**src/rtl/muldiv_seq_if.sv**
```systemverilog
// Handshake and result bundle between the core and the MUL AB / DIV AB sequencer.
// The core is the master: it issues the request and consumes results and flags.
interface muldiv_seq_if;
  logic       start;
  logic       op;
  logic [7:0] acc_in;
  logic [7:0] b_in;
  logic       busy;
  logic       done;
  logic [7:0] acc_out;
  logic [7:0] b_out;
  logic       cy_out;
  logic       ov_out;
  logic       flag_we;

  modport master (
    output start, op, acc_in, b_in,
    input  busy, done, acc_out, b_out, cy_out, ov_out, flag_we
  );

  modport slave (
    input  start, op, acc_in, b_in,
    output busy, done, acc_out, b_out, cy_out, ov_out, flag_we
  );
endinterface

```
**src/rtl/muldiv_seq.sv**
```systemverilog
// 8051 MUL AB / DIV AB sequencer: 8-iteration shift-add multiply or restoring divide,
// returning ACC/B results plus CY/OV and a one-cycle flag-write strobe.
module muldiv_seq (
  input  logic         clock,
  input  logic         reset,
  muldiv_seq_if.slave  bus
);

  typedef enum logic [1:0] {
    ST_IDLE = 2'd0,
    ST_RUN  = 2'd1,
    ST_DONE = 2'd2
  } state_t;

  state_t     state_r;
  logic [2:0] cnt_r;
  logic       op_r;
  logic [7:0] opnd_r;   // multiplicand (MUL) or divisor (DIV)
  logic [7:0] hi_r;     // product high byte (MUL) or partial remainder (DIV)
  logic [7:0] lo_r;     // multiplier being consumed (MUL) or quotient (DIV)
  logic       busy_r;
  logic       done_r;
  logic       cy_r;
  logic       ov_r;
  logic [7:0] acc_out_r;
  logic [7:0] b_out_r;

  logic [8:0] sum_s;
  logic [9:0] trial_s;
  logic [7:0] hi_nxt_s;
  logic [7:0] lo_nxt_s;

  // One iteration of the datapath for the current op.
  always_comb begin
    sum_s    = {1'b0, hi_r} + (lo_r[0] ? {1'b0, opnd_r} : 9'd0);
    trial_s  = {1'b0, hi_r, lo_r[7]} - {2'b00, opnd_r};
    hi_nxt_s = hi_r;
    lo_nxt_s = lo_r;
    if (op_r == 1'b0) begin
      hi_nxt_s = sum_s[8:1];
      lo_nxt_s = {sum_s[0], lo_r[7:1]};
    end else if (trial_s[9] == 1'b0) begin
      hi_nxt_s = trial_s[7:0];
      lo_nxt_s = {lo_r[6:0], 1'b1};
    end else begin
      hi_nxt_s = {hi_r[6:0], lo_r[7]};
      lo_nxt_s = {lo_r[6:0], 1'b0};
    end
  end

  // Sequencer FSM with registered status and result outputs.
  always_ff @(posedge clock or posedge reset) begin
    if (reset) begin
      state_r   <= ST_IDLE;
      cnt_r     <= 3'd0;
      op_r      <= 1'b0;
      opnd_r    <= 8'h00;
      hi_r      <= 8'h00;
      lo_r      <= 8'h00;
      busy_r    <= 1'b0;
      done_r    <= 1'b0;
      cy_r      <= 1'b0;
      ov_r      <= 1'b0;
      acc_out_r <= 8'h00;
      b_out_r   <= 8'h00;
    end else begin
      done_r <= 1'b0;
      case (state_r)
        ST_IDLE: begin
          if (bus.start) begin
            op_r   <= bus.op;
            cnt_r  <= 3'd7;
            hi_r   <= 8'h00;
            busy_r <= 1'b1;
            if (bus.op) begin
              lo_r   <= bus.acc_in;
              opnd_r <= bus.b_in;
              if (bus.b_in == 8'h00) begin
                // Divide by zero: operands pass through untouched, OV flags it.
                state_r   <= ST_DONE;
                done_r    <= 1'b1;
                acc_out_r <= bus.acc_in;
                b_out_r   <= bus.b_in;
                ov_r      <= 1'b1;
                cy_r      <= 1'b0;
              end else begin
                state_r <= ST_RUN;
              end
            end else begin
              lo_r    <= bus.b_in;
              opnd_r  <= bus.acc_in;
              state_r <= ST_RUN;
            end
          end else begin
            busy_r <= 1'b0;
          end
        end
        ST_RUN: begin
          hi_r <= hi_nxt_s;
          lo_r <= lo_nxt_s;
          if (cnt_r == 3'd0) begin
            state_r   <= ST_DONE;
            done_r    <= 1'b1;
            acc_out_r <= lo_nxt_s;
            b_out_r   <= hi_nxt_s;
            ov_r      <= (op_r == 1'b0) ? (hi_nxt_s != 8'h00) : 1'b0;
            cy_r      <= 1'b0;
          end else begin
            cnt_r <= cnt_r - 3'd1;
          end
        end
        ST_DONE: begin
          state_r <= ST_IDLE;
          busy_r  <= 1'b0;
        end
        default: begin
          state_r <= ST_IDLE;
          busy_r  <= 1'b0;
        end
      endcase
    end
  end

  assign bus.busy    = busy_r;
  assign bus.done    = done_r;
  assign bus.flag_we = done_r;
  assign bus.acc_out = acc_out_r;
  assign bus.b_out   = b_out_r;
  assign bus.cy_out  = cy_r;
  assign bus.ov_out  = ov_r;

endmodule

```
**src/flat_wrapper.sv**
```systemverilog
// flat-port wrapper written by rule: the top's interface ports become plain ports
module muldiv_seq_flat 
  (clock, reset, bus_start, bus_op, bus_acc_in, bus_b_in, bus_busy, bus_done, bus_acc_out, bus_b_out, bus_cy_out, bus_ov_out, bus_flag_we);
  muldiv_seq_if bus_i ();
  input  logic clock;
  input  logic reset;
  input wire logic [$bits(bus_i.start)-1:0] bus_start;
  input wire logic [$bits(bus_i.op)-1:0] bus_op;
  input wire logic [$bits(bus_i.acc_in)-1:0] bus_acc_in;
  input wire logic [$bits(bus_i.b_in)-1:0] bus_b_in;
  output wire logic [$bits(bus_i.busy)-1:0] bus_busy;
  output wire logic [$bits(bus_i.done)-1:0] bus_done;
  output wire logic [$bits(bus_i.acc_out)-1:0] bus_acc_out;
  output wire logic [$bits(bus_i.b_out)-1:0] bus_b_out;
  output wire logic [$bits(bus_i.cy_out)-1:0] bus_cy_out;
  output wire logic [$bits(bus_i.ov_out)-1:0] bus_ov_out;
  output wire logic [$bits(bus_i.flag_we)-1:0] bus_flag_we;
  assign bus_i.start = bus_start;
  assign bus_i.op = bus_op;
  assign bus_i.acc_in = bus_acc_in;
  assign bus_i.b_in = bus_b_in;
  assign bus_busy = bus_i.busy;
  assign bus_done = bus_i.done;
  assign bus_acc_out = bus_i.acc_out;
  assign bus_b_out = bus_i.b_out;
  assign bus_cy_out = bus_i.cy_out;
  assign bus_ov_out = bus_i.ov_out;
  assign bus_flag_we = bus_i.flag_we;
  muldiv_seq u_core (.clock(clock), .reset(reset), .bus(bus_i));
endmodule
```
**config.mk**
```make
export PLATFORM = sky130hd
export DESIGN_NAME = muldiv_seq_flat
export DESIGN_NICKNAME = d
export VERILOG_FILES = /design/src/rtl/muldiv_seq_if.sv /design/src/rtl/muldiv_seq.sv /design/src/flat_wrapper.sv
export SDC_FILE = /design/constraint.sdc
export NUM_CORES = 1
export LEC_CHECK = 0
export ABC_AREA = 1
export CAP_MARGIN = 20
export CELL_PAD_IN_SITES_DETAIL_PLACEMENT = 2
export CELL_PAD_IN_SITES_GLOBAL_PLACEMENT = 2
export CORE_AREA = 2 2 106 108
export CTS_BUF_LIST = sky130_fd_sc_hd__clkbuf_16
export DETAILED_ROUTE_END_ITERATION = 16
export DIE_AREA = 0 0 108 110
export PLACE_DENSITY_LB_ADDON = 0.1
export SETUP_SLACK_MARGIN = 0.3
export SLEW_MARGIN = 5
export SYNTH_ARGS = -nofsm -noshare
export SYNTH_HDL_FRONTEND = slang
export SYNTH_SLANG_ARGS = --single-unit
```
**constraint.sdc**
```tcl
create_clock -name clock -period 2.4 [get_ports clock]
set_input_delay 0.72 -clock clock [delete_from_list [all_inputs] [get_ports clock]]
set_output_delay 0.72 -clock clock [all_outputs]
set_load 0.01 [all_outputs]
```
* Word-level counts from Yosys, hierarchy flattened
Cells that the tools add are included.
** Cells by class
- Add/sub/neg operators :: 3
- Reduce and logical (&&, ||, !) cells :: 10
- Muxes and demuxes :: 47
- Equality and inequality tests :: 6
** Operator list (number)
- 8-bit 2-to-1 mux :: 16
- 8-bit case mux with 2 select lines :: 4
- 1-bit 2-to-1 mux :: 15
- 9-bit by 8-bit subtractor with 10-bit output :: 1
- 8-bit by 9-bit adder with 9-bit output :: 1
- 8-bit logical NOT :: 1
- 2-bit 2-to-1 mux :: 4
- 1-bit case mux with 2 select lines :: 4
- 8-bit nonzero test :: 1
- 3-bit 2-to-1 mux :: 2
- 2-bit != test (second input constant) :: 3
- 3-bit case mux with 2 select lines :: 1
- 2-bit AND reduction :: 3
- 5-bit AND reduction :: 1
- 2-bit by 1-bit != test with 1-bit output (second input constant) :: 2
- 2-bit case mux with 2 select lines :: 1
- 3-bit logical NOT :: 1
- 3-bit AND reduction :: 1
- 3-bit by 1-bit subtractor with 3-bit output (second input constant) :: 1
- 2-bit by 1-bit equality test with 1-bit output (second input constant) :: 1
- 2-bit logical NOT :: 1
- 2-bit nonzero test :: 1
** Storage, ports and cells
- Logic and storage cells :: 78
- Register bits after elaboration :: 50

* Depth between registers and ports, before layout
Gate-level depths: netlist of the first run.
- Depth in word-level cells :: 7
- Mapped depth :: 19

* Least setup slack after synthesis of the first run
OpenSTA, ideal clock, no wires.
- Path type :: reg-to-reg
- Start point :: reg u_core.lo_r[0]
- End point :: reg u_core.ov_r (netlist: u_core.bus.ov_out)
- Library setup time :: 0.120 ns
- Stages on the path, launching flop included :: 19
- Setup slack :: 0.210 ns
- Path buffers :: 1
- Arrival time :: 2.070 ns
- Cell sequence :: dfrtp_1 > clkbuf_1 > nand2_1 > inv_1 > ha_1 > inv_1 > fa_1 > inv_1 > nand3_1 > nand2_1 > nand3_1 > nand3_1 > nand3_1 > nand3_1 > nand2_1 > nor2_1 > nand2_1 > nand2_1 > a21oi_2
** On the way
- Longest elaborated chain between the ends :: 7
** Ends and longest elaborated chain
- start, declared :: line muldiv_seq.sv:20 : logic [7:0] lo_r;
- start signal, assigned :: line muldiv_seq.sv:76 : lo_r <= bus.acc_in;
- start signal, assigned :: line muldiv_seq.sv:90 : lo_r <= bus.b_in;
- start signal, assigned :: line muldiv_seq.sv:100 : lo_r <= lo_nxt_s;
- 8-bit 2-to-1 mux :: line muldiv_seq.sv:35 : sum_s = {1'b0, hi_r} + (lo_r[0] ? {1'b0, opnd_r} : 9'd0);
- 8-bit by 9-bit adder with 9-bit output :: line muldiv_seq.sv:35
- 8-bit 2-to-1 mux :: line muldiv_seq.sv:39 : if (op_r == 1'b0) begin
- 8-bit nonzero test :: line muldiv_seq.sv:106 : ov_r <= (op_r == 1'b0) ? (hi_nxt_s != 8'h00) : 1'b0;
- 1-bit 2-to-1 mux :: line muldiv_seq.sv:106
- 1-bit 2-to-1 mux :: line muldiv_seq.sv:101 : if (cnt_r == 3'd0) begin
- 1-bit case mux with 2 select lines :: line muldiv_seq.sv:68 : case (state_r)
- end signal, assigned :: line muldiv_seq.sv:106
- end, declared :: line muldiv_seq.sv:24 : logic ov_r;
Every way passes these cells. The select of a mux whose other input is x is not followed.
A chain may end at the register's enable or synchronous reset.

* Worst setup path in the final report of the first run
- Start point :: reg u_core.hi_r[4]
- End point :: reg u_core.lo_r[0]
** On the way
- Longest elaborated chain between the ends :: 4
** Ends and longest elaborated chain
- start, declared :: line muldiv_seq.sv:19 : logic [7:0] hi_r;
- start signal, assigned :: line muldiv_seq.sv:99 : hi_r <= hi_nxt_s;
- 9-bit by 8-bit subtractor with 10-bit output :: line muldiv_seq.sv:36 : trial_s = {1'b0, hi_r, lo_r[7]} - {2'b00, opnd_r};
- 1-bit 2-to-1 mux :: line muldiv_seq.sv:42 : end else if (trial_s[9] == 1'b0) begin
- 8-bit 2-to-1 mux :: line muldiv_seq.sv:39
- 8-bit case mux with 2 select lines :: line muldiv_seq.sv:68
Every way passes these cells.

==> reports/results.tsv, run 1 <==
stage	metric	value	unit
final_layout	final_area	4705	sq um
die	io-pin-count	41	
sta	rsz0062_at_grt	yes	
yosys	synth_ff_type	dfrtp_1	
yosys	synth.most_common_cell	nand2_1	
grt	antenna_found_initial	0	
die	core	10700	sq um
yosys	netlist.area_leader.share	36.38	%
run_status	status	finished, final reports clean	
yosys	synth_edf_count	0	
drt	antenna_left	0	
sta	finalHoldViolCount	0	
die	die_h	110	um
pwr	powerDensity	1702	nW/um^2
pwr	leakage	0.002241	uW
grt	track_usage	22.31	%
sta	fin_crit	2.287	ns
yosys	synthCells	465	
die	core.rowCount	38	
pwr	ir_worst_vdd	0.0005425	V
drt	drc	0	
drt	routed-via-count	3457	
yosys	synth_warnings	0	
yosys	synth-simple-area-share	27.65	%
yosys	syn_nets	505	
yosys	synth_area_leaders	dfrtp_1 (36%), nand2_1 (12%), inv_1 (7.5%), ha_1 (6.7%), a21oi_1 (5.3%)	
die	die_x	108	um
grt	grt_max_degree	22	
grt	grt_pass1_wl	20.19	mm
drt	drt-initial-drc-count	112	
yosys	avgSynthCellArea	7.249	sq um
worst_setup_path	cp_cell_sequence	ha_1 > nand2_2 > nor2_4 > nand3_4 > nand3_4 > nor2_4 > buf_4 > buf_4 > buf_4 > or2_1 > a31oi_1	
sta	maxSlewViolCount	0	
worst_setup_path	required	2.62	ns
yosys	synth_xor_area_share	0.2598	%
drt	top_layer	met4	
final_layout	nets	577	
worst_setup_path	cp_top_family	simple AND/OR/NAND/NOR gates	
drt	vias_per_cell	5.099	
final_layout	layout-drive-gt1-share	22.86	%
drt	dr_wl_met3	252	um
grt	overflow	0	
yosys	synth_compound_area_share	17.11	%
yosys	synth_fa_ha_area_share	7.869	%
sta	fin_crit_sh	95.29	%
worst_setup_path	end_kind	register	
clock_tree	htreeDepth	2	
die	initial_core_util	31.51	%
pwr	power	8006	uW
yosys	synth-seq-cells	49	
clock_tree	clk_latency	0.30	ns
place	io_buffer_count	39	
drt	met2_length	6.870	mm
worst_setup_path	crit_fanout	5	
drt	wl	12.87	mm
worst_setup_path	cp_slowest_cell	dfrtp_2	
sta	maxClockFrequency	0.4373	GHz
yosys	synth_top_family_by_area	simple AND/OR/NAND/NOR gates	
worst_setup_path	crit_buf_inv	3	
clock_tree	cts_hold_buf	0	
final_layout	final_core_util	43.98	%
sta	setup_viol	0	
clock_tree	cts_root_buf	clkbuf_16	
worst_setup_path	slowest_delay	0.46	ns
clock_tree	cts_tree	done	
die	dieArea	11880	sq um
worst_hold_path	hold_class	reg2reg	
grt	grt_pass1_vias	3768	
worst_setup_path	cp_data_arrival_time	2.51	ns
sta	setup_tns	0	ns
sta	relSlewSlack	57.28	%
clock_tree	cts_buffers	5	
final_layout	antenna_cells	0	
yosys	yosysSeqAreaShare	36.38	%
place	place_area	4040	sq um
sta	worst_pin_slew	0.6401	ns
worst_setup_path	critPathMostFrequentCell	buf_4	
yosys	yosysTopAreaCell	dfrtp_1	
sta	fin_skew	0.008229	ns
drt	wl_per_cell	18.98	um
worst_setup_path	crit_type	reg2reg	
yosys	ys_top_cells_by_count	nand2_1 (106), inv_1 (67), dfrtp_1 (49)	
run	max_cap_violations	0	
place	place.gp.congestion	0.7902	
place	hpwl	9.206	mm
drt	first_pass_iters	4	
drt	drt-met1-wl	5.593	mm
clock_tree	cts.path.max_buffers	2	
clock_tree	clk_pin_slew_worst_paths	0.07	ns
worst_setup_path	start_kind	register	
yosys	yosysUniqueCellTypes	36	
yosys	synthArstFlopShare	100.0	%
final_layout	fillers	1221	
clock_tree	cts.sinks	49	
yosys	muxShareOfSynthArea	0	%
final_layout	area_delta_synth_final	39.57	%
yosys	synth_area	3371	sq um
state kept, by name, indices dropped and copies added, names as in the netlist:
name                count
u_core.lo_r             8
u_core.op_r             1
u_core.bus.acc_out      8
u_core.opnd_r           8
u_core.bus.b_out        8
u_core.bus.done         1
u_core.hi_r             8
u_core.bus.busy         1
u_core.cnt_r            3
u_core.state_r          2
u_core.bus.ov_out       1
cells in the final DEF (no fill, tap or decap), drive strengths merged, types with 3 or more instances in the layout:
master / Yosys / layout
a21oi: 38 / 38
dlygate4sd2: 0 / 6
clkinv: 2 / 3
or2: 4 / 4
o21ai: 30 / 30
clkdlybuf4s50: 0 / 33
inv: 67 / 68
nand4: 7 / 7
dfrtp: 49 / 49
nand2: 110 / 110
buf: 11 / 42
ha: 18 / 18
o211ai: 9 / 9
clkbuf: 7 / 5
nand3: 37 / 38
nor2: 48 / 48
a31oi: 18 / 18
final timing paths:
check                                start                   to  slack, ns  cells past startpoint
max                         u_core.hi_r[4]       u_core.lo_r[0]       0.11                     11
min                        u_core.bus.busy      u_core.bus.busy       0.48                      2
max reg2reg                 u_core.hi_r[4]       u_core.lo_r[0]       0.11                     11
min reg2reg                u_core.bus.busy      u_core.bus.busy       0.48                      2
max in group asynchronous            reset       u_core.lo_r[3]       1.18                      3
min in group asynchronous            reset  u_core.bus.b_out[5]       0.75                      2
power by group:
part           internal (uW)  switching, uW  leakage [uW]
logic                   2270           3370       0.00160
clock network            490            325     0.0000852
registers               1240            316      0.000554
logic make-up (layout without fill, tap and decap cells):
logic type,Yosys count,count (layout)
xor gates and xnor gates,1,1
adders and majority gates,20,20
DFF,49,49
other,1,1
buffers and inverters,87,159
and+or+nand+nor,208,209
AOI/OAI and AO/OA,99,99
what timing repair did:
action,4_1_cts,5_1_grt
setup endpoints to repair,19,23
setup buffers,8,10
gates resized for setup,42,30
gates cloned,4,0
pin swaps,10,11
metrics by stage:
stage,instances,hold slack [ns],setup slack (ns)
finish,678,0.4786,0.1131
global route,678,0.5186,-0.01341
CTS,668,0.4837,0.2005
detailed placement,648,0.4658,-0.06765
global placement,648,0.4554,0.05289
floorplan,465,0.4396,0.3117
layout make-up:
class	count	area, sq um	share of cell area, %
sequential	49	1230	26.14
tap	140	175.2	3.723
inverter	69	259.0	5.505
clock inverter	3	42.54	0.9043
multi-input combinational	330	2048	43.54
timing repair buffer	82	824.5	17.53
clock buffer	5	125.1	2.660
per-layer routing:
| metal | GRT usage, % | up-vias |
|---|---|---|
| met2 | 42.27 | 41 |
| met1 | 27.16 | 1736 |
| li1 | - | 1670 |
| met5 | 0 | - |
| met4 | 4.670 | 0 |
| met3 | 2.646 | 10 |
worst reg2reg max path, delay by kind of cell, from the launching register on:
kind	cells	cell delay (ns)
buf+inv	3	0.42
fa+ha+maj	1	0.34
flops	1	0.46
simple gates	6	0.86
compound gates	1	0.13
(Power assumes the default switching activity.)
==> inputs of run 2 (changes only) <==
--- a/config.mk
+++ b/config.mk
@@ -13,8 +13,10 @@
 export CTS_BUF_LIST = sky130_fd_sc_hd__clkbuf_16
 export DETAILED_ROUTE_END_ITERATION = 16
 export DIE_AREA = 0 0 108 110
+export GPL_TIMING_DRIVEN = 0
 export PLACE_DENSITY_LB_ADDON = 0.1
 export SETUP_SLACK_MARGIN = 0.3
+export SKIP_CTS_REPAIR_TIMING = 1
 export SLEW_MARGIN = 5
 export SYNTH_ARGS = -nofsm -noshare
 export SYNTH_HDL_FRONTEND = slang
==> reports/results.tsv, run 2 (same netlist as run 1, synthesis figures left out) <==
stage	metric	value	unit	change
drt	routed-via-count	3473		+0.46%
drt	first_pass_iters	4		unchanged
drt	antenna_left	0		unchanged
place	place_area	3948	sq um	-2.3%
worst_setup_path	slowest_delay	0.38	ns	-0.08 ns
die	core.rowCount	38		unchanged
pwr	p_clk_share	10.6	%	+0.4 points
run_status	status	finished, final reports clean		
sta	rsz0062_at_grt	yes		
sta	fin_crit_sh	95.98	%	+0.69 points
pwr	leakage	0.002228	uW	-0.55%
clock_tree	cts.path.max_buffers	2		unchanged
grt	grt_max_degree	38		+73%
die	die_h	110	um	unchanged
worst_setup_path	cp_cell_sequence	buf_6 > nand2_2 > inv_2 > ha_4 > inv_2 > fa_2 > inv_2 > nand3_2 > nand2_2 > nand2_2 > a21oi_2 > a21oi_2 > nand2_1 > nand3_2 > nor2_2 > nand2_1 > nand2_2 > a21oi_2		
grt	overflow	0		unchanged
die	dieArea	11880	sq um	unchanged
worst_setup_path	cp_data_arrival_time	2.48	ns	-0.03 ns
pwr	powerDensity	1756	nW/um^2	+3.2%
place	place.gp.congestion	0.8178		+3.5%
worst_setup_path	r2r_start	u_core.lo_r[0]		
final_layout	final_common_cell	nand2_1		
place	dp.cells	644		-0.62%
worst_setup_path	crit_fanout	5		unchanged
worst_setup_path	end_kind	register		
die	initial_core_util	31.51	%	unchanged
drt	wl_per_cell	19.76	um	+4.1%
final_layout	nets	573		-0.69%
grt	track_usage	20.92	%	-1.4 points
clock_tree	cts_tree	done		
clock_tree	cts.sinks	49		unchanged
grt	grt_pass1_vias	3606		-4.3%
final_layout	antenna_cells	0		unchanged
grt	grt_pass1_wl	19.23	mm	-4.8%
sta	setup_viol	0		unchanged
worst_setup_path	crit_start	u_core.lo_r[0]		
worst_hold_path	hold_class	reg2reg		
run	max_cap_violations	0		unchanged
pwr	p_sw_share	51.21	%	+1.1 points
worst_setup_path	reg2reg_depth	18		+7
final_layout	final_cells	674		-0.59%
sta	worst_pin_slew	0.7245	ns	+0.08443 ns
final_layout	final_core_util	43.40	%	-0.57 points
die	die_x	108	um	unchanged
sta	fin_skew	0.006552	ns	-0.001676 ns
final_layout	final_cell_mix	nand2_1 (93), inv_1 (57), dfrtp_1 (46)		
final_layout	final_area	4643	sq um	-1.3%
sta	finalHoldViolCount	0		unchanged
worst_setup_path	start_kind	register		
worst_setup_path	worst_r2r_endpoint	u_core.bus.ov_out		
drt	vias_per_cell	5.153		+1.1%
clock_tree	htreeDepth	2		unchanged
final_layout	area_delta_synth_final	37.75	%	
sta	maxSlewViolCount	0		unchanged
pwr	p_sw	4175	uW	+4.2%
grt	antenna_found_initial	0		unchanged
worst_setup_path	cp_slowest_cell	dfrtp_1		
sta	maxClockFrequency	0.4341	GHz	-0.72%
sta	fin_crit	2.303	ns	+0.01655 ns
clock_tree	cts_root_buf	clkbuf_16		
worst_setup_path	rrSetupSlack	0.1	ns	-0.02 ns
die	io-pin-count	41		unchanged
pwr	power_frac_seq	19.3	%	about the same
worst_setup_path	critPathMostFrequentCell	nand2_2		
sta	relSlewSlack	51.70	%	-5.6 points
drt	drt-initial-drc-count	94		-16%
pwr	power	8153	uW	+1.8%
pwr	pwr-share-comb	70.1	%	-0.3 points
drt	wl	13.32	mm	+3.5%
place	io_buffer_count	38		-2.6%
clock_tree	clk_latency	0.29	ns	about the same
place	hpwl	9.280	mm	+0.80%
worst_setup_path	endpoint	u_core.bus.ov_out		
clock_tree	cts_buffers	5		unchanged
die	core	10700	sq um	unchanged
worst_setup_path	crit_type	reg2reg		
drt	drc	0		unchanged
pwr	p_int	3978	uW	-0.49%
clock_tree	clk_pin_slew_worst_paths	0.08	ns	about the same
worst_setup_path	required	2.58	ns	-0.04 ns
pwr	ir_worst_vdd	0.0005158	V	-4.9%
final_layout	layout-drive-gt1-share	22.47	%	-0.39 points
-- run 2: changes by cell type in the layout (fill, tap and decap cells not counted), sizes merged --
cell | previous run | this run
dlymetal6s2s | 0 | 5
clkinvlp | 0 | 1
clkbuf | 5 | 12
dlygate4sd2 | 6 | 0
clkinv | 3 | 2
buf | 42 | 33
bufbuf | 1 | 0
-- run 2: how the worst min path moves through the flow --
stage	start	end	slack, ns	cells after the start
floorplan	u_core.cnt_r[0]	u_core.cnt_r[0]	0.44	1
global placement	u_core.cnt_r[0]	u_core.cnt_r[0]	0.46	1
detailed placement	u_core.cnt_r[0]	u_core.cnt_r[0]	0.47	1
CTS	u_core.cnt_r[0]	u_core.cnt_r[0]	0.48	1
global route	u_core.cnt_r[0]	u_core.cnt_r[0]	0.52	1
finish	u_core.cnt_r[0]	u_core.cnt_r[0]	0.48	1
-- run 2: area by class of cell --
cell class | count | area (sq um)
Clock buffer | 5 | 125.1
Timing Repair Buffer | 60 | 603.1
Tap cell | 140 | 175.2
Clock inverter | 3 | 50.05
Sequential cell | 49 | 1230
Inverter | 69 | 262.8
Buffer | 18 | 118.9
Fill cell | 1256 | 6055
Multi-Input combinational cell | 330 | 2078
-- run 2: per-layer routing --
layer	part of all wire (%)	global-route usage [%]	up-vias	routed length, um
met3	1.5	2.293	17	204
met5	0	0	-	0
met2	54	38.50	44	7134
met1	43	26.28	1756	5739
li1	-	-	1656	-
met4	1.8	4.945	0	239
-- run 2: per-stage QoR --
step,setup WS [ns],hold slack [ns],TNS (ns)
after floorplan,0.3117,0.4396,0
after CTS,-0.1290,0.4792,-1.875
after detailed placement,-0.4025,0.4690,-10.20
after global routing,-0.03479,0.5152,-0.03479
after global placement,-0.6343,0.4584,-39.32
final,0.09657,0.4791,0
-- run 2: power by group through the flow --
| stage | logic [uW] | registers (uW) | clock network [uW] |
|---|---|---|---|
| global placement | 4330 | 1520 | 0 |
| global route | 6380 | 1620 | 910 |
| detailed placement | 4510 | 1550 | 0 |
| finish | 5720 | 1570 | 866 |
| CTS | 4560 | 1530 | 890 |
| floorplan | 3040 | 1500 | 0 |
-- run 2: critical path, delay by kind of cell (launching register included) --
family,cells,cell delay [ns]
simple gates,9,0.71
fa+ha+maj,2,0.49
flops,1,0.38
buf+inv,4,0.32
compound gates,3,0.28
